--- src/rtl/clap_pkg.sv ---
// rtl/clap_pkg.sv - shared state encoding and default sizing for clap blocks
package clap_pkg;

  typedef enum logic [1:0] {
    ST_IDLE  = 2'd0,
    ST_COUNT = 2'd1,
    ST_HOLD  = 2'd2,
    ST_DONE  = 2'd3
  } state_e;

  localparam int DEF_WIDTH    = 17;
  localparam int DEF_MAXCOUNT = 66080;
  localparam int DEF_WRAPW    = 8;

endpackage

--- src/rtl/clap_timer_if.sv ---
// rtl/clap_timer_if.sv - control inputs and status outputs of the clap timer
interface clap_timer_if import clap_pkg::*; #(
  parameter int WIDTH = DEF_WIDTH,
  parameter int WRAPW = DEF_WRAPW
);
  logic             go;
  logic             en;
  logic             hold;
  logic             clap;
  logic             wrap_mode;
  logic [WIDTH-1:0] count;
  logic [WIDTH-1:0] lap;
  logic             lap_valid;
  logic             done;
  logic             busy;
  logic [WRAPW-1:0] wraps;

  modport master (
    output go, en, hold, clap, wrap_mode,
    input  count, lap, lap_valid, done, busy, wraps
  );

  modport slave (
    input  go, en, hold, clap, wrap_mode,
    output count, lap, lap_valid, done, busy, wraps
  );
endinterface

--- src/rtl/clap_edge_detect.sv ---
// rtl/clap_edge_detect.sv - registered rising-edge detector for a synchronous level
module clap_edge_detect (
  input  logic clk,
  input  logic reset,
  input  logic din,
  output logic rise
);
  logic din_q;
  logic din_d;

  always_comb begin
    din_d = din;
  end

  always_ff @(posedge clk or posedge reset) begin
    if (reset) din_q <= 1'b0;
    else       din_q <= din_d;
  end

  assign rise = din & ~din_q;
endmodule

--- src/rtl/clap_timer.sv ---
// rtl/clap_timer.sv - tick-driven interval timer with one-shot/wrap modes and lap capture
module clap_timer import clap_pkg::*; #(
  parameter int WIDTH    = DEF_WIDTH,
  parameter int MAXCOUNT = DEF_MAXCOUNT,
  parameter int WRAPW    = DEF_WRAPW
) (
  input  logic         clk,
  input  logic         reset,
  clap_timer_if.slave  bus
);
  localparam logic [WIDTH-1:0] MAX_C    = WIDTH'(MAXCOUNT);
  localparam logic [WRAPW-1:0] WRAP_SAT = {WRAPW{1'b1}};

  state_e           state_q, state_d;
  logic [WIDTH-1:0] count_q, count_d;
  logic [WIDTH-1:0] lap_q, lap_d;
  logic             lap_valid_q, lap_valid_d;
  logic             done_q, done_d;
  logic [WRAPW-1:0] wraps_q, wraps_d;
  logic             clap_rise;

  clap_edge_detect u_edge (
    .clk   (clk),
    .reset (reset),
    .din   (bus.clap),
    .rise  (clap_rise)
  );

  always_comb begin
    state_d     = state_q;
    count_d     = count_q;
    lap_d       = lap_q;
    lap_valid_d = 1'b0;
    done_d      = 1'b0;
    wraps_d     = wraps_q;

    if (bus.go) begin
      state_d = ST_COUNT;
      count_d = '0;
      wraps_d = '0;
    end else begin
      case (state_q)
        ST_IDLE: count_d = '0;
        ST_COUNT: begin
          // lap takes the pre-increment count
          if (clap_rise) begin
            lap_d       = count_q;
            lap_valid_d = 1'b1;
          end
          if (bus.hold) begin
            state_d = ST_HOLD;
          end else if (bus.en) begin
            if (count_q == MAX_C) begin
              if (bus.wrap_mode) begin
                count_d = '0;
                if (wraps_q != WRAP_SAT) wraps_d = wraps_q + WRAPW'(1);
              end else begin
                state_d = ST_DONE;
                done_d  = 1'b1;
              end
            end else begin
              count_d = count_q + WIDTH'(1);
            end
          end
        end
        ST_HOLD: begin
          if (clap_rise) begin
            lap_d       = count_q;
            lap_valid_d = 1'b1;
          end
          if (!bus.hold) state_d = ST_COUNT;
        end
        default: ;
      endcase
    end
  end

  always_ff @(posedge clk or posedge reset) begin
    if (reset) begin
      state_q     <= ST_IDLE;
      count_q     <= '0;
      lap_q       <= '0;
      lap_valid_q <= 1'b0;
      done_q      <= 1'b0;
      wraps_q     <= '0;
    end else begin
      state_q     <= state_d;
      count_q     <= count_d;
      lap_q       <= lap_d;
      lap_valid_q <= lap_valid_d;
      done_q      <= done_d;
      wraps_q     <= wraps_d;
    end
  end

  assign bus.count     = count_q;
  assign bus.lap       = lap_q;
  assign bus.lap_valid = lap_valid_q;
  assign bus.done      = done_q;
  assign bus.wraps     = wraps_q;
  assign bus.busy      = (state_q == ST_COUNT) || (state_q == ST_HOLD);
endmodule
--- src/flat_wrapper.sv ---
// flat-port wrapper written by rule: the top's interface ports become plain ports
module clap_timer_flat import clap_pkg::*;
#(
  parameter int WIDTH    = DEF_WIDTH,
  parameter int MAXCOUNT = DEF_MAXCOUNT,
  parameter int WRAPW    = DEF_WRAPW
)
  (clk, reset, bus_go, bus_en, bus_hold, bus_clap, bus_wrap_mode, bus_count, bus_lap, bus_lap_valid, bus_done, bus_busy, bus_wraps);
  clap_timer_if #(.WIDTH(WIDTH), .WRAPW(WRAPW)) bus_i ();
  input  logic clk;
  input  logic reset;
  input wire logic [$bits(bus_i.go)-1:0] bus_go;
  input wire logic [$bits(bus_i.en)-1:0] bus_en;
  input wire logic [$bits(bus_i.hold)-1:0] bus_hold;
  input wire logic [$bits(bus_i.clap)-1:0] bus_clap;
  input wire logic [$bits(bus_i.wrap_mode)-1:0] bus_wrap_mode;
  output wire logic [$bits(bus_i.count)-1:0] bus_count;
  output wire logic [$bits(bus_i.lap)-1:0] bus_lap;
  output wire logic [$bits(bus_i.lap_valid)-1:0] bus_lap_valid;
  output wire logic [$bits(bus_i.done)-1:0] bus_done;
  output wire logic [$bits(bus_i.busy)-1:0] bus_busy;
  output wire logic [$bits(bus_i.wraps)-1:0] bus_wraps;
  assign bus_i.go = bus_go;
  assign bus_i.en = bus_en;
  assign bus_i.hold = bus_hold;
  assign bus_i.clap = bus_clap;
  assign bus_i.wrap_mode = bus_wrap_mode;
  assign bus_count = bus_i.count;
  assign bus_lap = bus_i.lap;
  assign bus_lap_valid = bus_i.lap_valid;
  assign bus_done = bus_i.done;
  assign bus_busy = bus_i.busy;
  assign bus_wraps = bus_i.wraps;
  clap_timer #(.WIDTH(WIDTH), .MAXCOUNT(MAXCOUNT), .WRAPW(WRAPW)) u_core (.clk(clk), .reset(reset), .bus(bus_i));
endmodule
--- config.mk ---
export PLATFORM = sky130hd
export DESIGN_NAME = clap_timer_flat
export DESIGN_NICKNAME = d
export VERILOG_FILES = /design/src/rtl/clap_pkg.sv /design/src/rtl/clap_timer_if.sv /design/src/rtl/clap_edge_detect.sv /design/src/rtl/clap_timer.sv /design/src/flat_wrapper.sv
export SDC_FILE = /design/constraint.sdc
export NUM_CORES = 1
export LEC_CHECK = 0
export ABC_AREA = 1
export BUFFER_PORTS_ARGS = -buffer_cell sky130_fd_sc_hd__clkbuf_2
export CORE_ASPECT_RATIO = 0.75
export CORE_MARGIN = 10
export CORE_UTILIZATION = 59
export DETAILED_ROUTE_END_ITERATION = 7
export HOLD_SLACK_MARGIN = 0.02
export PLACE_DENSITY = 0.88
export SLEW_MARGIN = 30
export SYNTH_ARGS = -nofsm -noshare
export SYNTH_HDL_FRONTEND = slang
export SYNTH_SLANG_ARGS = --single-unit
--- constraint.sdc ---
create_clock -name clk -period 4.9 [get_ports clk]
set_input_delay 0.735 -clock clk [delete_from_list [all_inputs] [get_ports clk]]
set_output_delay 0.735 -clock clk [all_outputs]
set_load 0.005 [all_outputs]
==> results.py <==
metrics = {
    "global_routing": {
        "grt_overflow": 0,
        "antenna_found_initial": 0,
        "grt_max_degree": 48,
        "grt_usage": 0.181,
        "grt_pass1_vias": 2414,
        "grt_first_pass_wirelength_um": 11600,
    },
    "floorplan": {
        "rows": 21,
        "core-area_um2": 4410,
        "die_w_um": 97.8,
        "die-area_um2": 7670,
        "ioPinCount": 52,
        "die-height_um": 78.4,
        "start_util": 0.607,
    },
    "layout": {
        "diodes": 0,
        "syn2layout_area_growth_pct": 13.5,
        "final_area_um2": 3040,
        "nets": 427,
        "layout-drive-gt1-share": 0.183,
        "nFillCells": 378,
        "post_layout_nonfiller_instances": 472,
    },
    "synth": {
        "synthFlopType": "dfrtp_1",
        "ys_seq_elements": 47,
        "yosys_warnings": 0,
        "synth_area_um2": 2680,
        "synth.area.mux_share": 0,
        "synth-simple-area-share": 0.384,
        "synthCells": 367,
        "yosys.area_share.xor_xnor": 0.0163,
        "ys_types": 29,
        "synth_top_area_frac": 0.439,
        "yosys.area.top_type": "dfrtp_1",
        "yosysMostFrequentCell": "nand2_1",
        "ys_top_cells_by_area": "dfrtp_1 (44%), nand2_1 (17%), nand3_1 (6.9%), nor2_1 (6.0%), inv_1 (4.2%)",
        "synth_nets": 380,
        "yosysSeqAreaShare": 0.439,
        "synth_top_family_by_area": "simple AND/OR/NAND/NOR gates",
        "synth_edf_count": 0,
        "synth_compound_area_frac": 0.0616,
        "synth_adder_area_share": 0.0280,
        "yosys-top-cells-count": "nand2_1 (122), dfrtp_1 (47), nor2_1 (43)",
        "async_flop_share": 1.00,
        "postSynthAreaPerCell_um2": 7.31,
    },
    "setup_path": {
        "crit_path_max_fanout": 10,
        "worstSetupEndpointType": "flop",
        "cp.required_ps": 5160,
        "start_kind": "flop",
        "worstPathArrival_ps": 2420,
        "path_class": "reg -> reg",
    },
    "sta": {
        "slew_headroom": 0.464,
        "tns_ps": 0,
        "whs_ps": 490,
        "max_slew.worst_pin.slew_ps": 804,
        "period_needed_ps": 2170,
        "rsz0062_at_grt": "false",
        "finClkSkew_ps": 5.86,
        "setup_viol": 0,
        "post-route-period-util": 0.442,
        "hold_viol": 0,
        "finalMaxSlewViolations": 0,
        "fmax_ghz": 0.461,
    },
    "routing": {
        "drtAntennaViolNets": 0,
        "drc": 0,
        "drt_iter0_drc": 254,
        "wl_per_cell_um": 14.6,
        "drt_wl_total_um": 6910,
        "dr.pass1.iters": 5,
        "via_per_inst": 5.43,
        "routed-via-count": 2565,
    },
    "clocking": {
        "clock_path_buffers": 2,
        "clock_latency_ps": 310,
        "cts-root-buf": "clkbuf_8",
        "cts.sinks": 47,
        "cts_resized": 0,
        "cts_setup_buffers": 0,
        "clk_pin_slew_ps": 90,
        "cts-buffers-inserted": 5,
        "cts_max_level": 2,
        "tritoncts": "built",
        "ctsHoldBuffers": 0,
    },
    "placement": {
        "place_hpwl_um": 5090,
        "port_buffers": 51,
        "post_dp_cell_area_um2": 2940,
        "place.gp.congestion": 0.912,
        "dp_cells": 464,
    },
    "run": {
        "max_cap_viol_count": 0,
    },
    "worst_hold_path": {
        "min_path_type": "reg -> reg",
    },
    "power": {
        "vdd_drop_max_uv": 260,
        "p_leak_nw": 1.58,
        "p_per_area_nw_per_um2": 328,
    },
    "status": {
        "status": "completed",
    },
}
## worst paths after layout
check                                   start                   to  slack [ps]  depth (start not counted)
min                        u_core.bus.lap[16]   u_core.bus.lap[16]         490                          2
min in group asynchronous               reset    u_core.bus.lap[5]         530                          2
max in group asynchronous               reset  u_core.bus.wraps[4]        3900                          2
max                         u_core.state_q[1]  u_core.bus.count[9]        2730                          8
min reg2reg                u_core.bus.lap[16]   u_core.bus.lap[16]         490                          2
max reg2reg                 u_core.state_q[1]  u_core.bus.count[9]        2730                          8
## flip-flops by register name, summed over array words and instances, names as in the netlist
name                  count
u_core.bus.count         17
u_core.bus.done           1
u_core.bus.lap           17
u_core.bus.lap_valid      1
u_core.bus.wraps          8
u_core.state_q            2
u_core.u_edge.din_q       1
## critical path: stages, from the launching register on
cell and delay, ps:
dfrtp_1 410, inv_1 90, ha_1 430, inv_2 190, nor2_4 160, inv_1 90
a21oi_1 460, nand4_1 190, nand2_1 90
## power breakdown
group | switching, mW | leakage, nW | internal [mW]
Clock | 0.140 | 0.0474 | 0.115
Combinational | 0.208 | 0.883 | 0.0850
Sequential | 0.0304 | 0.645 | 0.420
## cell type report
| cell class | instances | area [um^2] | area share |
|---|---|---|---|
| timing repair buffer | 51 | 255 | 0.0838 |
| tap | 57 | 71.3 | 0.0234 |
| multi-input combinational | 275 | 1310 | 0.432 |
| inverter | 34 | 129 | 0.0423 |
| clock inverter | 2 | 16.3 | 0.00534 |
| sequential | 47 | 1180 | 0.386 |
| clock buffer | 6 | 82.6 | 0.0271 |
## cells in the final DEF (no fill, tap or decap), types with 2 or more instances in the layout
| master | Yosys | final |
|---|---|---|
| nand4_1 | 12 | 12 |
| ha_1 | 6 | 6 |
| clkbuf_2 | 0 | 51 |
| a21oi_1 | 6 | 6 |
| o21ai_0 | 18 | 18 |
| nor2_1 | 43 | 43 |
| nand3_1 | 37 | 37 |
| nand2_1 | 122 | 122 |
| nand2_2 | 3 | 3 |
| nor2_2 | 2 | 2 |
| nor3_1 | 5 | 5 |
| nand2_4 | 2 | 2 |
| dfrtp_1 | 47 | 47 |
| xor2_1 | 5 | 5 |
| inv_1 | 30 | 29 |
| nor2_4 | 2 | 2 |
| clkbuf_8 | 0 | 6 |
| inv_2 | 4 | 4 |
| and3_1 | 2 | 2 |
| o21ai_1 | 2 | 2 |
## kinds of logic (layout without fill, tap and decap cells)
logic type | count (synthesis) | after routing
buffers and inverters | 45 | 93
DFF | 47 | 47
xor gates and xnor gates | 5 | 5
AOI/OAI and AO/OA | 29 | 29
adders and majority gates | 6 | 6
and+or+nand+nor | 235 | 235
## layer usage
metal	track usage	part of all wire	routed length (um)
met2	0.274	0.43	2980
met3	0.0455	0.079	548
met4	0.0638	0.012	82
met1	0.245	0.48	3300
met5	0	0	0
## metrics by stage
step	setup slack, ps	utilization	total power [mW]
2_1_floorplan	3050	-	0.662
3_3_place_gp	2670	0.667	0.736
3_5_place_dp	2600	0.667	0.746
4_1_cts	2770	0.689	0.998
5_1_grt	2530	0.690	1.06
6_report	2730	0.690	0.999
(Power assumes the default switching activity.)
